$ cat config.mk
export PLATFORM = sky130hd
export DESIGN_NAME = coin_sensor_multi
export DESIGN_NICKNAME = d
export VERILOG_FILES = /design/src/rtl/coin_sensor_multi.sv
export SDC_FILE = /design/constraint.sdc
export NUM_CORES = 1
export LEC_CHECK = 0
export ABC_AREA = 1
export BUFFER_PORTS_ARGS = -buffer_cell sky130_fd_sc_hd__buf_2
export CAP_MARGIN = 20
export CORE_UTILIZATION = 59
export DETAILED_ROUTE_END_ITERATION = 10
export PLACE_DENSITY_LB_ADDON = 0.15
export SYNTH_ARGS = -nofsm -noshare
export SYNTH_HDL_FRONTEND = slang
export SYNTH_SLANG_ARGS = --single-unit
$ cat constraint.sdc
create_clock -name clk -period 2.9 [get_ports clk]
set_input_delay 0.58 -clock clk [delete_from_list [all_inputs] [get_ports clk]]
set_output_delay 0.58 -clock clk [all_outputs]
set_load 0.02 [all_outputs]
$ cat src/rtl/coin_sensor_multi.sv
// Serial coin diameter classifier: captures a write-framed diameter word, checks its length
// and matches it against NUM_COINS [lo,hi] windows. Optional stuck-strobe timeout: COIN_SENSOR_TIMEOUT_EN.
module coin_sensor_multi #(
  parameter int                          DIAM_W      = 10,
  parameter int                          NUM_COINS   = 4,
  parameter logic [NUM_COINS*DIAM_W-1:0] COIN_LO     = {10'h3CC, 10'h2CC, 10'h351, 10'h2FA},
  parameter logic [NUM_COINS*DIAM_W-1:0] COIN_HI     = {10'h3D7, 10'h2D7, 10'h35C, 10'h305},
  parameter int                          TIMEOUT_CYC = 64
) (
  input  logic                 clk,
  input  logic                 reset,
  input  logic                 serialIn,
  input  logic                 write,
  output logic [NUM_COINS-1:0] coin,
  output logic                 coin_valid,
  output logic                 reject,
  output logic [DIAM_W-1:0]    diameter,
  output logic [1:0]           state
);

  typedef enum logic [1:0] {
    ST_IDLE  = 2'b00,
    ST_SHIFT = 2'b01,
    ST_EVAL  = 2'b10,
    ST_DONE  = 2'b11
  } state_t;

  // Bit counter must reach DIAM_W+1 so an overlong frame stays distinguishable.
  localparam int               CNT_W    = $clog2(DIAM_W + 2);
  localparam logic [CNT_W-1:0] CNT_ONE  = CNT_W'(1);
  localparam logic [CNT_W-1:0] CNT_FULL = CNT_W'(DIAM_W);
  localparam logic [CNT_W-1:0] CNT_OVER = CNT_W'(DIAM_W + 1);

  state_t                 state_q;
  logic [DIAM_W-1:0]      diameter_q;
  logic [CNT_W-1:0]       bitcnt_q;
  logic [NUM_COINS-1:0]   coin_q;
  logic                   coin_valid_q;
  logic                   reject_q;
  logic [NUM_COINS-1:0]   match_d;
  logic                   hit_d;

`ifdef COIN_SENSOR_TIMEOUT_EN
  localparam int               TMO_W   = $clog2(TIMEOUT_CYC + 2);
  localparam logic [TMO_W-1:0] TMO_LIM = TMO_W'(TIMEOUT_CYC);
  logic [TMO_W-1:0] tmo_q;
  logic             lock_q;
`endif

  // Window match on the captured word; the ascending scan makes the lowest index win.
  always_comb begin
    // NOTE: every always_comb output gets a default first so no path can infer a latch.
    match_d = '0;
    hit_d   = 1'b0;
    for (int i = 0; i < NUM_COINS; i++) begin
      if (!hit_d &&
          diameter_q >= COIN_LO[i*DIAM_W +: DIAM_W] &&
          diameter_q <= COIN_HI[i*DIAM_W +: DIAM_W]) begin
        match_d[i] = 1'b1;
        hit_d      = 1'b1;
      end
    end
  end

  // NOTE: sequential state uses non-blocking assignments so every register samples pre-edge values.
  always_ff @(posedge clk or negedge reset) begin
    if (!reset) begin
      state_q      <= ST_IDLE;
      diameter_q   <= '0;
      bitcnt_q     <= '0;
      coin_q       <= '0;
      coin_valid_q <= 1'b0;
      reject_q     <= 1'b0;
`ifdef COIN_SENSOR_TIMEOUT_EN
      tmo_q        <= '0;
      lock_q       <= 1'b0;
`endif
    end else begin
      case (state_q)
        ST_IDLE: begin
`ifdef COIN_SENSOR_TIMEOUT_EN
          if (!write) lock_q <= 1'b0;
          if (write && !lock_q) begin
            tmo_q <= TMO_W'(1);
`else
          if (write) begin
`endif
            state_q    <= ST_SHIFT;
            diameter_q <= {{(DIAM_W-1){1'b0}}, serialIn};
            bitcnt_q   <= CNT_ONE;
          end
        end

        ST_SHIFT: begin
          if (write) begin
            diameter_q <= {diameter_q[DIAM_W-2:0], serialIn};
            if (bitcnt_q != CNT_OVER) bitcnt_q <= bitcnt_q + 1'b1;
`ifdef COIN_SENSOR_TIMEOUT_EN
            tmo_q <= tmo_q + 1'b1;
            // This edge is the (TIMEOUT_CYC+1)-th write-high sample: abandon the frame.
            if (tmo_q == TMO_LIM) begin
              state_q  <= ST_DONE;
              reject_q <= 1'b1;
              lock_q   <= 1'b1;
            end
`endif
          end else begin
            state_q <= ST_EVAL;
          end
        end

        ST_EVAL: begin
          state_q <= ST_DONE;
          if (bitcnt_q == CNT_FULL && hit_d) begin
            coin_q       <= match_d;
            coin_valid_q <= 1'b1;
          end else begin
            reject_q <= 1'b1;
          end
        end

        ST_DONE: begin
          state_q      <= ST_IDLE;
          coin_q       <= '0;
          coin_valid_q <= 1'b0;
          reject_q     <= 1'b0;
`ifdef COIN_SENSOR_TIMEOUT_EN
          if (!write) lock_q <= 1'b0;
`endif
        end

        default: state_q <= ST_IDLE;
      endcase
    end
  end

  assign coin       = coin_q;
  assign coin_valid = coin_valid_q;
  assign reject     = reject_q;
  assign diameter   = diameter_q;
  assign state      = state_q;

endmodule
; ---- Yosys cells after proc, flatten, opt, wreduce, memory -nomap -nowiden
; Cells that the tools add are included.
[op_classes]
addsub = 1
n_lt_le_gt_ge = 8
eq_ne = 11
n_mux = 23
n_reduce_logical = 19
[op_table]
columns = op, count
row1 = 10-bit greater-or-equal comparator (second input constant), 4
row2 = 10-bit <= comparator (second input constant), 4
row3 = 10-bit 2-to-1 mux, 2
row4 = 10-bit case mux with 2 select lines, 1
row5 = 4-bit 2-to-1 mux, 4
row6 = 4-bit case mux with 2 select lines, 2
row7 = 2-bit inequality test (second input constant), 6
row8 = 1-bit 2-to-1 mux, 9
row9 = 1-bit logical AND, 8
row10 = 2-bit case mux with 4 select lines, 1
row11 = 2-bit AND reduction, 3
row12 = 4-bit by 1-bit adder with 4-bit output (second input constant), 1
row13 = 2-bit equality test (second input constant), 2
row14 = 4-bit equality test (second input constant), 1
row15 = 2-bit 2-to-1 mux, 2
row16 = 4-bit inequality test (second input constant), 1
row17 = 1-bit case mux with 2 select lines, 2
row18 = 4-bit AND reduction, 1
row19 = 2-bit nonzero test, 2
row20 = 1-bit logical NOT, 3
row21 = 3-bit AND reduction, 1
row22 = 2-bit by 1-bit equality test with 1-bit output (second input constant), 1
row23 = 2-bit logical NOT, 1
[word_totals]
ff_bits = 22
inputBits = 4
output_inout_bits = 18
wordCells = 68

; ---- Logic depth before layout (Yosys ltp)
[depth]
ltp_word = 18
depth_mapped = 13
mapped_depth_nobuf = 13

; ---- Worst setup path after synthesis
; No wires, ideal clock.
[synth_path]
path_kind = flip-flop to flip-flop
from = reg state_q[1], in the netlist state[1]
to = reg bitcnt_q[0]
setup_ps = 139
t_arrival_ps = 1687
required_ps = 2761
slack_ps = 1074
path_stages_with_launch = 8
path_buffers = 1
path_cell_list = dfrtp_1 clkbuf_1 inv_1 ha_1 nand3_1 o221ai_1 o21ai_0 o21ai_1
[synth_between]
elab_chain_len = 3
[synth_rtl]
columns = element, line
row1 = from (decl), 34  ; state_t state_q;
row2 = from (signal assigned), 68  ; state_q <= ST_IDLE;
row3 = from (signal assigned), 88  ; state_q <= ST_SHIFT;
row4 = from (signal assigned), 108  ; state_q <= ST_EVAL;
row5 = 2-bit by 1-bit equality test with 1-bit output or 2-bit logical NOT (tied branches), 79  ; case (state_q)
row6 = 2-bit inequality test (no source line) or 2-bit nonzero test (tied branches), n/a
row7 = 4-bit AND reduction (no source line), n/a
row8 = to (signal assigned), 97  ; if (bitcnt_q != CNT_OVER) bitcnt_q <= bitcnt_q + 1'b1;
row9 = to (decl), 36  ; logic [CNT_W-1:0] bitcnt_q;
; Parallel ways exist; a longest one is shown, timed or not.
; A chain may end at the register's enable or synchronous reset.

; ---- Worst setup path in the final report
; Ends and elaborated chain as after synthesis.

==> flow_summary.ini <==
[outcome]
status = complete, no violations

[critical_path]
path_cells = inv_1 -> ha_1 -> nand3_1 -> o221ai_1 -> o21ai_0 -> o21ai_1
required_ps = 3100
worst_path_max_delay_cell = dfrtp_1
startpoint_type = register
cpPeakStageDelay_ps = 590
r2r-start = state[1]
crit_start = state[1]
crit_family = flip-flops
r2r_setup_slack_ps = 1060
critPathKind = reg -> reg
critPathArrivalTime_ps = 2040
critical_path_buf_inv_count = 1
crit_path_end_kind = register
cp_max_fo = 12

[clock_network]
holdBufCountCts = 0
clockBufferDepth = 2
clkTransAtPathRegs_ps = 130
ctsResizeCount = 0
postCtsSetupRepairBufs = 0
clock_latency_ps = 310
cts_buffers = 3
clock-sinks = 22
h-tree-depth = 1
cts_tree = yes
root_buffer = clkbuf_4

[logic_synthesis]
syn_nets = 169
synth-async-reset-ratio_pct = 100
synth-edff-count = 0
ys_ff_latch = 22
synth_cell_types = 27
synth_fa_ha_area_share_pct = 5.91
synth_top_family_by_area = simple AND/OR/NAND/NOR gates
muxShareOfSynthArea_pct = 0
avgSynthCellArea_um2 = 7.99
synth_compound_area_share_pct = 9.36
synth_area_leaders = dfrtp_1 43%, nand2_1 14%, ha_1 5.9%
netlist_area_um2 = 1270
seq_area_frac_synth_pct = 43.3
synthTopCellsByCount = 47 x nand2_1, 22 x dfrtp_1, 17 x inv_1, 17 x nor2_1, 14 x nand3_1
synth-warning-count = 0
synthCells = 159
synth_xor_area_share_pct = 1.38
yosys.area_share.simple_pct = 33.1
synth_most_common_cell = nand2_1
synth_top_area_share_pct = 43.3
synth_top_area_cell = dfrtp_1
ys.flop_type = dfrtp_1

[run]
drv_cap = 0

[floorplan]
die_area_um2 = 2340
start_util_pct = 63.4
coreArea_um2 = 2000
num_rows = 16
die_w_um = 48.4
ioPinCount = 22
die_h_um = 48.4

[timing]
skew_ps = 8.86
final.setup.tns_ps = 0
slew_violations = 0
setup_viol = 0
fin_crit_ps = 1840
max_freq_mhz = 544
min_period_over_period_pct = 63.4
relSlewSlack_pct = 50.5
rsz0062_at_grt = no
hold_viol_final = 0
hold_slack_ps = 209
worst_pin_slew_ps = 740

[route]
post_drt_wl_per_cell_um = 12.6
drcViolationCount = 0
via_count = 1165
drt-total-wl_mm = 2.62
drt_iter0_markers = 25
avgViaCountPerCell = 5.60
drt_first_pass_iters = 4
ant_nets = 0

[global_routing]
grt-ovfl-total = 0
grt_pass1_vias = 1062
grtUsageTotal_pct = 24.5
grt_pass1_wl_mm = 4.46
grt_use_met3_pct = 3.77
antenna_found_initial = 0
met1_usage_pct = 32.4
top_usage_layer = met2
met2_usage_pct = 40.4
grt_start_max_net_pins = 23

[finish]
layout.nets = 192
areaGrowthSynthToFinish_pct = 12.8
instances_no_fill = 208
regArea_um2 = 551
final_area_um2 = 1430
insertedDiodeCount = 0
multi_input_area_um2 = 632
drive_gt1_share_pct = 20.4
fillers = 173

[place]
placed_cells = 204
placed_area_um2 = 1400
port_buffers = 21
hpwl_mm = 1.96
gp_congestion = 0.847

[min_path]
min_path_type = in -> async

[pwr]
power_leakage_nw = 0.753
ir_drop_v = 0.000563
power.density_nw_per_um2 = 730
worst register-to-register path: stages (launching register included):
cell      delay (ps)
dfrtp_1          590
inv_1            140
ha_1             300
nand3_1          120
o221ai_1         260
o21ai_0          240
o21ai_1           90
metal layers:
metal,part of all wire [%],vias up
met5,0,-
met4,1.2,0
met3,5.6,5
met2,47,49
met1,47,545
li1,-,566
state kept, by name, indices dropped and copies added, names as in the netlist:
register,count
bitcnt_q,4
reject,1
coin_valid,1
diameter,10
coin,4
state,2
power by group:
group	switching [mW]	internal (mW)	leakage [nW]	total [mW]
sequential	0.0820	0.365	0.293	0.447
combinational	0.286	0.140	0.439	0.426
clock	0.0959	0.0768	0.0210	0.173
total	0.464	0.582	0.753	1.05
area by class of cell:
type                    count  share of cell area, %
clock buffers               4                   2.53
multi-input cells         114                   44.1
inverters                  20                   5.24
well taps                  27                   2.36
repair buffers             21                   7.34
flip-flops and latches     22                   38.4
worst paths after layout:
kind / to / cells after the start
setup / recovery: bitcnt_q[0] / 6
hold reg to reg: coin[0] / 2
max in group asynchronous: diameter[2] / 1
min in group clk: diameter[0] / 3
setup reg to reg: bitcnt_q[0] / 6
hold / removal: diameter[8] / 1
through the flow:
stage | util, % | total power, mW | setup WS [ps]
after global placement | 69.8 | 0.854 | 1210
final | 71.6 | 1.05 | 1060
after floorplan | - | 0.757 | 1070
after global routing | 71.6 | 1.12 | 892
after detailed placement | 69.8 | 0.873 | 1130
after CTS | 71.6 | 1.05 | 1100
placed cells by master (no fill, tap or decap), drive strengths merged:
cell type and instances:
nand2 50, dfrtp 22, buf 21, inv 20
nor2 18, nand3 16, o32ai 6, ha 6
o21ai 5, clkbuf 4, o31ai 3, a21oi 2
xor2 1, o221ai 1, nand3b 1, nor3 1
nand4 1, nor3b 1, or2 1, xnor2 1
cells by family (layout without fill, tap and decap cells):
| kind of cell | Yosys count | in the layout |
|---|---|---|
| fa+ha+maj | 6 | 6 |
| flops | 22 | 22 |
| buf+inv | 23 | 45 |
| simple gates | 89 | 89 |
| xor+xnor | 2 | 2 |
| compound gates | 17 | 17 |
Note: power is estimated with default switching activity, not from simulation.
